File: src/rtl/regset_sequencer_if.sv
// Command handshake and shared-bus signals between the regset sequencer and its environment.
// The sequencer takes the slave side; the command source / bus owner takes the master side.
interface regset_sequencer_if #(
    parameter int WIDTH = 8
);
    logic             i_cmdValid;
    logic             o_cmdReady;
    logic [2:0]       i_cmdOp;
    logic [WIDTH-1:0] i_cmdImm;
    logic [WIDTH-1:0] i_bus;
    logic [WIDTH-1:0] o_busImm;
    logic             o_busImmNOE;
    logic             o_busReq;
    logic             i_busGrant;

    modport slave (
        input  i_cmdValid, i_cmdOp, i_cmdImm, i_bus, i_busGrant,
        output o_cmdReady, o_busImm, o_busImmNOE, o_busReq
    );

    modport master (
        output i_cmdValid, i_cmdOp, i_cmdImm, i_bus, i_busGrant,
        input  o_cmdReady, o_busImm, o_busImmNOE, o_busReq
    );
endinterface

File: src/rtl/regset_sequencer.sv
// Command sequencer for the two-register set: turns one-shot commands into ordered
// write-enable / bus-driver strobes, gated by the shared-bus grant.
module regset_sequencer #(
    parameter int WIDTH = 8
) (
    input  logic                i_clk,
    input  logic                i_reset,
    regset_sequencer_if.slave   bus_if,
    output logic                o_ctrlReg0NWE,
    output logic                o_ctrlReg1NWE,
    output logic                o_ctrlAluSel,
    output logic                o_ctrlRegBusSel,
    output logic                o_ctrlRegBusNOE,
    output logic                o_busy,
    output logic                o_done
);

    typedef enum logic [1:0] {
        ST_IDLE = 2'd0,
        ST_EX1  = 2'd1,
        ST_EX2  = 2'd2,
        ST_EX3  = 2'd3
    } state_t;

    localparam logic [2:0] OP_LDI0  = 3'b000;
    localparam logic [2:0] OP_LDI1  = 3'b001;
    localparam logic [2:0] OP_MOV01 = 3'b010;
    localparam logic [2:0] OP_MOV10 = 3'b011;
    localparam logic [2:0] OP_SWAP  = 3'b100;
    localparam logic [2:0] OP_ASEL0 = 3'b101;
    localparam logic [2:0] OP_ASEL1 = 3'b110;
    localparam logic [2:0] OP_CLR   = 3'b111;

    state_t           state_q, state_d;
    logic [2:0]       op_q, op_d;
    logic [WIDTH-1:0] imm_q, imm_d;
    logic [WIDTH-1:0] temp_q, temp_d;
    logic             alu_sel_q, alu_sel_d;

    logic             imm_noe;
    logic             reg_bus_noe;
    logic             reg_bus_sel;
    logic             reg0_nwe;
    logic             reg1_nwe;
    logic [WIDTH-1:0] bus_imm;
    logic             done;

    // State, latched command, swap temp and ALU select registers
    always_ff @(posedge i_clk or posedge i_reset) begin
        if (i_reset) begin
            state_q   <= ST_IDLE;
            op_q      <= 3'b000;
            imm_q     <= {WIDTH{1'b0}};
            temp_q    <= {WIDTH{1'b0}};
            alu_sel_q <= 1'b0;
        end else begin
            state_q   <= state_d;
            op_q      <= op_d;
            imm_q     <= imm_d;
            temp_q    <= temp_d;
            alu_sel_q <= alu_sel_d;
        end
    end

    // Next-state and strobe decode; strobes only leave their idle level in a granted EX cycle
    always_comb begin
        state_d     = state_q;
        op_d        = op_q;
        imm_d       = imm_q;
        temp_d      = temp_q;
        alu_sel_d   = alu_sel_q;
        imm_noe     = 1'b1;
        reg_bus_noe = 1'b1;
        reg_bus_sel = 1'b0;
        reg0_nwe    = 1'b1;
        reg1_nwe    = 1'b1;
        bus_imm     = {WIDTH{1'b0}};
        done        = 1'b0;

        case (state_q)
            ST_IDLE: begin
                if (bus_if.i_cmdValid) begin
                    case (bus_if.i_cmdOp)
                        OP_ASEL0: alu_sel_d = 1'b0;
                        OP_ASEL1: alu_sel_d = 1'b1;
                        default: begin
                            op_d    = bus_if.i_cmdOp;
                            imm_d   = bus_if.i_cmdImm;
                            state_d = ST_EX1;
                        end
                    endcase
                end else begin
                    state_d = ST_IDLE;
                end
            end
            ST_EX1: begin
                if (bus_if.i_busGrant) begin
                    state_d = ST_IDLE;
                    done    = 1'b1;
                    case (op_q)
                        OP_LDI0: begin
                            bus_imm  = imm_q;
                            imm_noe  = 1'b0;
                            reg0_nwe = 1'b0;
                        end
                        OP_LDI1: begin
                            bus_imm  = imm_q;
                            imm_noe  = 1'b0;
                            reg1_nwe = 1'b0;
                        end
                        OP_MOV01: begin
                            reg_bus_sel = 1'b0;
                            reg_bus_noe = 1'b0;
                            reg1_nwe    = 1'b0;
                        end
                        OP_MOV10: begin
                            reg_bus_sel = 1'b1;
                            reg_bus_noe = 1'b0;
                            reg0_nwe    = 1'b0;
                        end
                        OP_CLR: begin
                            bus_imm  = {WIDTH{1'b0}};
                            imm_noe  = 1'b0;
                            reg0_nwe = 1'b0;
                            reg1_nwe = 1'b0;
                        end
                        OP_SWAP: begin
                            // r_0 goes onto the bus and is parked in temp for EX3
                            reg_bus_sel = 1'b0;
                            reg_bus_noe = 1'b0;
                            temp_d      = bus_if.i_bus;
                            state_d     = ST_EX2;
                            done        = 1'b0;
                        end
                        default: begin
                            state_d = ST_IDLE;
                        end
                    endcase
                end else begin
                    state_d = ST_EX1;
                end
            end
            ST_EX2: begin
                if (bus_if.i_busGrant) begin
                    reg_bus_sel = 1'b1;
                    reg_bus_noe = 1'b0;
                    reg0_nwe    = 1'b0;
                    state_d     = ST_EX3;
                end else begin
                    state_d = ST_EX2;
                end
            end
            ST_EX3: begin
                if (bus_if.i_busGrant) begin
                    bus_imm  = temp_q;
                    imm_noe  = 1'b0;
                    reg1_nwe = 1'b0;
                    done     = 1'b1;
                    state_d  = ST_IDLE;
                end else begin
                    state_d = ST_EX3;
                end
            end
            default: begin
                state_d = ST_IDLE;
            end
        endcase
    end

    assign bus_if.o_cmdReady  = (state_q == ST_IDLE);
    assign bus_if.o_busReq    = (state_q != ST_IDLE);
    assign bus_if.o_busImm    = bus_imm;
    assign bus_if.o_busImmNOE = imm_noe;

    assign o_busy          = (state_q != ST_IDLE);
    assign o_done          = done;
    assign o_ctrlReg0NWE   = reg0_nwe;
    assign o_ctrlReg1NWE   = reg1_nwe;
    assign o_ctrlAluSel    = alu_sel_q;
    assign o_ctrlRegBusSel = reg_bus_sel;
    assign o_ctrlRegBusNOE = reg_bus_noe;

endmodule

File: src/flat_wrapper.sv
// flat-port wrapper written by rule: the top's interface ports become plain ports
module regset_sequencer_flat 
#(
    parameter int WIDTH = 8
)
  (i_clk, i_reset, o_ctrlReg0NWE, o_ctrlReg1NWE, o_ctrlAluSel, o_ctrlRegBusSel, o_ctrlRegBusNOE, o_busy, o_done, bus_if_i_cmdValid, bus_if_i_cmdOp, bus_if_i_cmdImm, bus_if_i_bus, bus_if_i_busGrant, bus_if_o_cmdReady, bus_if_o_busImm, bus_if_o_busImmNOE, bus_if_o_busReq);
  regset_sequencer_if #(.WIDTH(WIDTH)) bus_if_i ();
  input  logic i_clk;
  input  logic i_reset;
  output logic o_ctrlReg0NWE;
  output logic o_ctrlReg1NWE;
  output logic o_ctrlAluSel;
  output logic o_ctrlRegBusSel;
  output logic o_ctrlRegBusNOE;
  output logic o_busy;
  output logic o_done;
  input wire logic [$bits(bus_if_i.i_cmdValid)-1:0] bus_if_i_cmdValid;
  input wire logic [$bits(bus_if_i.i_cmdOp)-1:0] bus_if_i_cmdOp;
  input wire logic [$bits(bus_if_i.i_cmdImm)-1:0] bus_if_i_cmdImm;
  input wire logic [$bits(bus_if_i.i_bus)-1:0] bus_if_i_bus;
  input wire logic [$bits(bus_if_i.i_busGrant)-1:0] bus_if_i_busGrant;
  output wire logic [$bits(bus_if_i.o_cmdReady)-1:0] bus_if_o_cmdReady;
  output wire logic [$bits(bus_if_i.o_busImm)-1:0] bus_if_o_busImm;
  output wire logic [$bits(bus_if_i.o_busImmNOE)-1:0] bus_if_o_busImmNOE;
  output wire logic [$bits(bus_if_i.o_busReq)-1:0] bus_if_o_busReq;
  assign bus_if_i.i_cmdValid = bus_if_i_cmdValid;
  assign bus_if_i.i_cmdOp = bus_if_i_cmdOp;
  assign bus_if_i.i_cmdImm = bus_if_i_cmdImm;
  assign bus_if_i.i_bus = bus_if_i_bus;
  assign bus_if_i.i_busGrant = bus_if_i_busGrant;
  assign bus_if_o_cmdReady = bus_if_i.o_cmdReady;
  assign bus_if_o_busImm = bus_if_i.o_busImm;
  assign bus_if_o_busImmNOE = bus_if_i.o_busImmNOE;
  assign bus_if_o_busReq = bus_if_i.o_busReq;
  regset_sequencer #(.WIDTH(WIDTH)) u_core (.i_clk(i_clk), .i_reset(i_reset), .bus_if(bus_if_i), .o_ctrlReg0NWE(o_ctrlReg0NWE), .o_ctrlReg1NWE(o_ctrlReg1NWE), .o_ctrlAluSel(o_ctrlAluSel), .o_ctrlRegBusSel(o_ctrlRegBusSel), .o_ctrlRegBusNOE(o_ctrlRegBusNOE), .o_busy(o_busy), .o_done(o_done));
endmodule
File: config.mk
export PLATFORM = sky130hd
export DESIGN_NAME = regset_sequencer_flat
export DESIGN_NICKNAME = d
export VERILOG_FILES = /design/src/rtl/regset_sequencer_if.sv /design/src/rtl/regset_sequencer.sv /design/src/flat_wrapper.sv
export SDC_FILE = /design/constraint.sdc
export NUM_CORES = 1
export LEC_CHECK = 0
export ABC_AREA = 1
export CAP_MARGIN = 20
export CORE_ASPECT_RATIO = 0.9
export CORE_MARGIN = 3
export CORE_UTILIZATION = 46
export CTS_BUF_LIST = sky130_fd_sc_hd__clkbuf_16
export DETAILED_ROUTE_END_ITERATION = 8
export PLACE_DENSITY_LB_ADDON = 0.08
export SLEW_MARGIN = 20
export SYNTH_ARGS = -nofsm -noshare
export SYNTH_HDL_FRONTEND = slang
export SYNTH_SLANG_ARGS = --single-unit
File: constraint.sdc
create_clock -name i_clk -period 1.98 [get_ports i_clk]
set_clock_uncertainty 0.05 [all_clocks]
set_input_delay 0.396 -clock i_clk [delete_from_list [all_inputs] [get_ports i_clk]]
set_output_delay 0.396 -clock i_clk [all_outputs]
set_load 0.1 [all_outputs]
==> flow_summary.yaml <==
finish:
  fin_area_um2: 2315
  layout-drive-gt1-share_pct: 39.66
  synthToLayoutAreaGrowth_pct: 77.37
  seq_area_um2: 555.5
  layout.nets: 260
  nFillCells: 115
  multiInputGateArea_um2: 820.8
  finalNonFillerCells: 270
  antenna_cells: 0
clocking:
  max-clock-path-buffers: 2
  clk_pin_slew_ns: 0.06
  postCtsHoldBufs: 0
  cts_tree: "yes"
  htree_levels: 1
  clock_latency_ns: 0.25
  clock_sinks: 22
  cts-buffers-inserted: 3
  cts_root_buf: "clkbuf_16"
routing:
  first_iter_violations: 110
  vias: 1589
  wirelength_um: 5067
  ant_nets: 0
  wl_per_cell_um: 18.77
  vias_per_cell: 5.885
  drt_pass1_iterations: 6
  drcViolationCount: 0
place:
  place.gp.congestion: 0.8838
  portBuffers: 40
  placed_area_um2: 1997
  placed_cells: 260
  dp_hpwl_um: 2667
  dp_slack_ns: -0.06640
synth:
  synth_enable_flop_cells: 0
  syn-instance-count: 179
  yosysMostFrequentCell: "nand2_1"
  yosysWarnings: 0
  syn_area_per_cell_um2: 7.291
  synth_seq_cells: 22
  synth_top_cells_by_area: "dfrtp_1 (42%), nand2_1 (27%), nand4_1 (5.3%)"
  synth_top_area_share_pct: 42.19
  synth_top_area_cell: "dfrtp_1"
  synth_top_flop_cell: "dfrtp_1"
  syn_nets: 206
  netlist_area_um2: 1305
  async_flop_share_pct: 100.0
  synth_common_cells: "nand2_1 (94), dfrtp_1 (22), nand3_1 (12), inv_1 (11), nand4_1 (11)"
  ys_seq_area_share_pct: 42.19
  ys_types: 20
sta:
  hold_viol: 0
  tightest_slew_ns: 0.3485
  rsz0062_at_grt: "yes"
  finalSetupViolCount: 12
  timing.fmax_ghz: 0.4817
  timing.final.crit_share_pct: 104.9
  drv_slew: 0
  setup_tns_ns: -0.8411
  worst_slack_ns: -0.09615
  relSlewSlack_pct: 76.52
  min_period_ns: 2.076
global_routing:
  grt_max_degree: 23
  grt_pass1_vias: 1524
  grt_pass1_wl_um: 7017
  antenna_found_initial: 0
  grt_overflow: 0
  grt_usage_pct: 24.84
die:
  start_util_pct: 50.70
  die_h_um: 56.53
  die_area_um2: 3513
  fp-row-count: 17
  ioPinCount: 41
  fp.coreArea_um2: 2574
  die_width_um: 62.15
pwr:
  p_leak_nw: 1.105
  seqPwrFrac_pct: 26.6
  vdd.ir_drop.worst_uv: 691.9
  p_int_mw: 1.570
  combPwrFrac_pct: 53.8
  clkPwrFrac_pct: 19.6
  p_sw_mw: 1.356
  power_switching_share_pct: 46.35
  p_total_mw: 2.926
  power_density_nw_per_um2: 1264
critical_path:
  crit_path_end: "o_ctrlReg1NWE"
  r2r_setup_slack_ns: 0.28
  cp_max_fo: 5
  r2r-end: "u_core.temp_q[1]"
  crit_arrival_ns: 1.63
  startpoint_type: "flop"
  worstSetupPathType: "reg2out"
  reg2reg_depth: 10
  reg2reg_from: "u_core.state_q[1]"
  end_kind: "primary output"
  crit_start: "u_core.op_q[1]"
  required_ns: 1.53
flow_run:
  cap_violations: 0
run_status:
  violations: "setup timing"
  outcome: "complete, but fails checks"
min_path:
  hold_class: "in2async"
==> power by group through the flow <==
stage               sequential [mW]  combinational, mW  clock (mW)
floorplan                     0.762              0.866           0
global placement              0.730               1.28           0
detailed placement            0.740               1.31           0
CTS                           0.743               1.36       0.572
global route                  0.788               1.64       0.591
finish                        0.779               1.57       0.572
==> kinds of logic after synthesis <==
logic type	count (synthesis)	share of synthesized area [%]
adders and majority gates	4	3.835
buffers and inverters	20	8.245
and+or+nand+nor	127	42.86
AOI/OAI and AO/OA	6	2.877
DFF	22	42.19
==> worst min path at each step <==
stage / from / endpoint / slack [ns]
final: i_reset / u_core.imm_q[4] / 0.42
after global routing: u_core.temp_q[3] / u_core.temp_q[3] / 0.46
after CTS: i_reset / u_core.imm_q[4] / 0.43
after detailed placement: u_core.imm_q[7] / u_core.imm_q[7] / 0.41
after global placement: u_core.o_ctrlAluSel / u_core.o_ctrlAluSel / 0.40
after floorplan: i_reset / u_core.imm_q[0] / 0.34
==> cell usage in the layout, fill, tap and decap left out, drive strengths merged <==
master         instances
a21oi                  4
buf                   32
bufinv                 1
clkbuf                 4
clkdlybuf4s50         21
clkinv                 1
clkinvlp               1
dfrtp                 22
dlygate4sd2            1
ha                     4
inv                   12
nand2                 95
nand3                 15
nand3b                 1
nand4                 11
nor2                   5
o21ai                  2
==> flip-flops by register name, summed over array words and instances (netlist names) <==
name	count
u_core.op_q	3
u_core.temp_q	8
u_core.state_q	2
u_core.o_ctrlAluSel	1
u_core.imm_q	8
==> stage by stage <==
step / hold WS, ns / utilization, %
detailed placement: 0.4101 / 77.59
global placement: 0.4047 / 77.59
global route: 0.4641 / 89.94
finish: 0.4210 / 89.94
floorplan: 0.3352 / -
CTS: 0.4310 / 83.67
==> metal layers <==
layer	global-route usage (%)	vias up	wire length, um
li1	-	679	-
met1	27.33	775	1790
met2	46.32	115	2674
met3	5.600	20	424
met5	0	-	0
met4	9.779	0	178
==> final cells by class <==
type	count	share of cell area, %
inverter	14	2.973
multi-input combinational	137	35.46
timing repair buffer	55	30.97
clock inverter	1	1.297
clock buffer	3	3.243
tap	38	2.054
sequential	22	24.00
==> worst max-delay path, cell delays in order (launching register included) <==
cell     delay [ns]
dfrtp_2        0.42
nor2_4         0.07
buf_6          0.12
inv_1          0.06
nand2_1        0.07
o21ai_0        0.31
nand2_2        0.13
buf_12         0.19
==> timing repair <==
item | 4_1_cts | 5_1_grt
gates resized for setup | 10 | 35
setup endpoints to repair | 13 | 14
gates cloned | 0 | 1
pin swaps | 3 | 17
setup buffers | 2 | 3
Note: power is estimated with default switching activity, not from simulation.
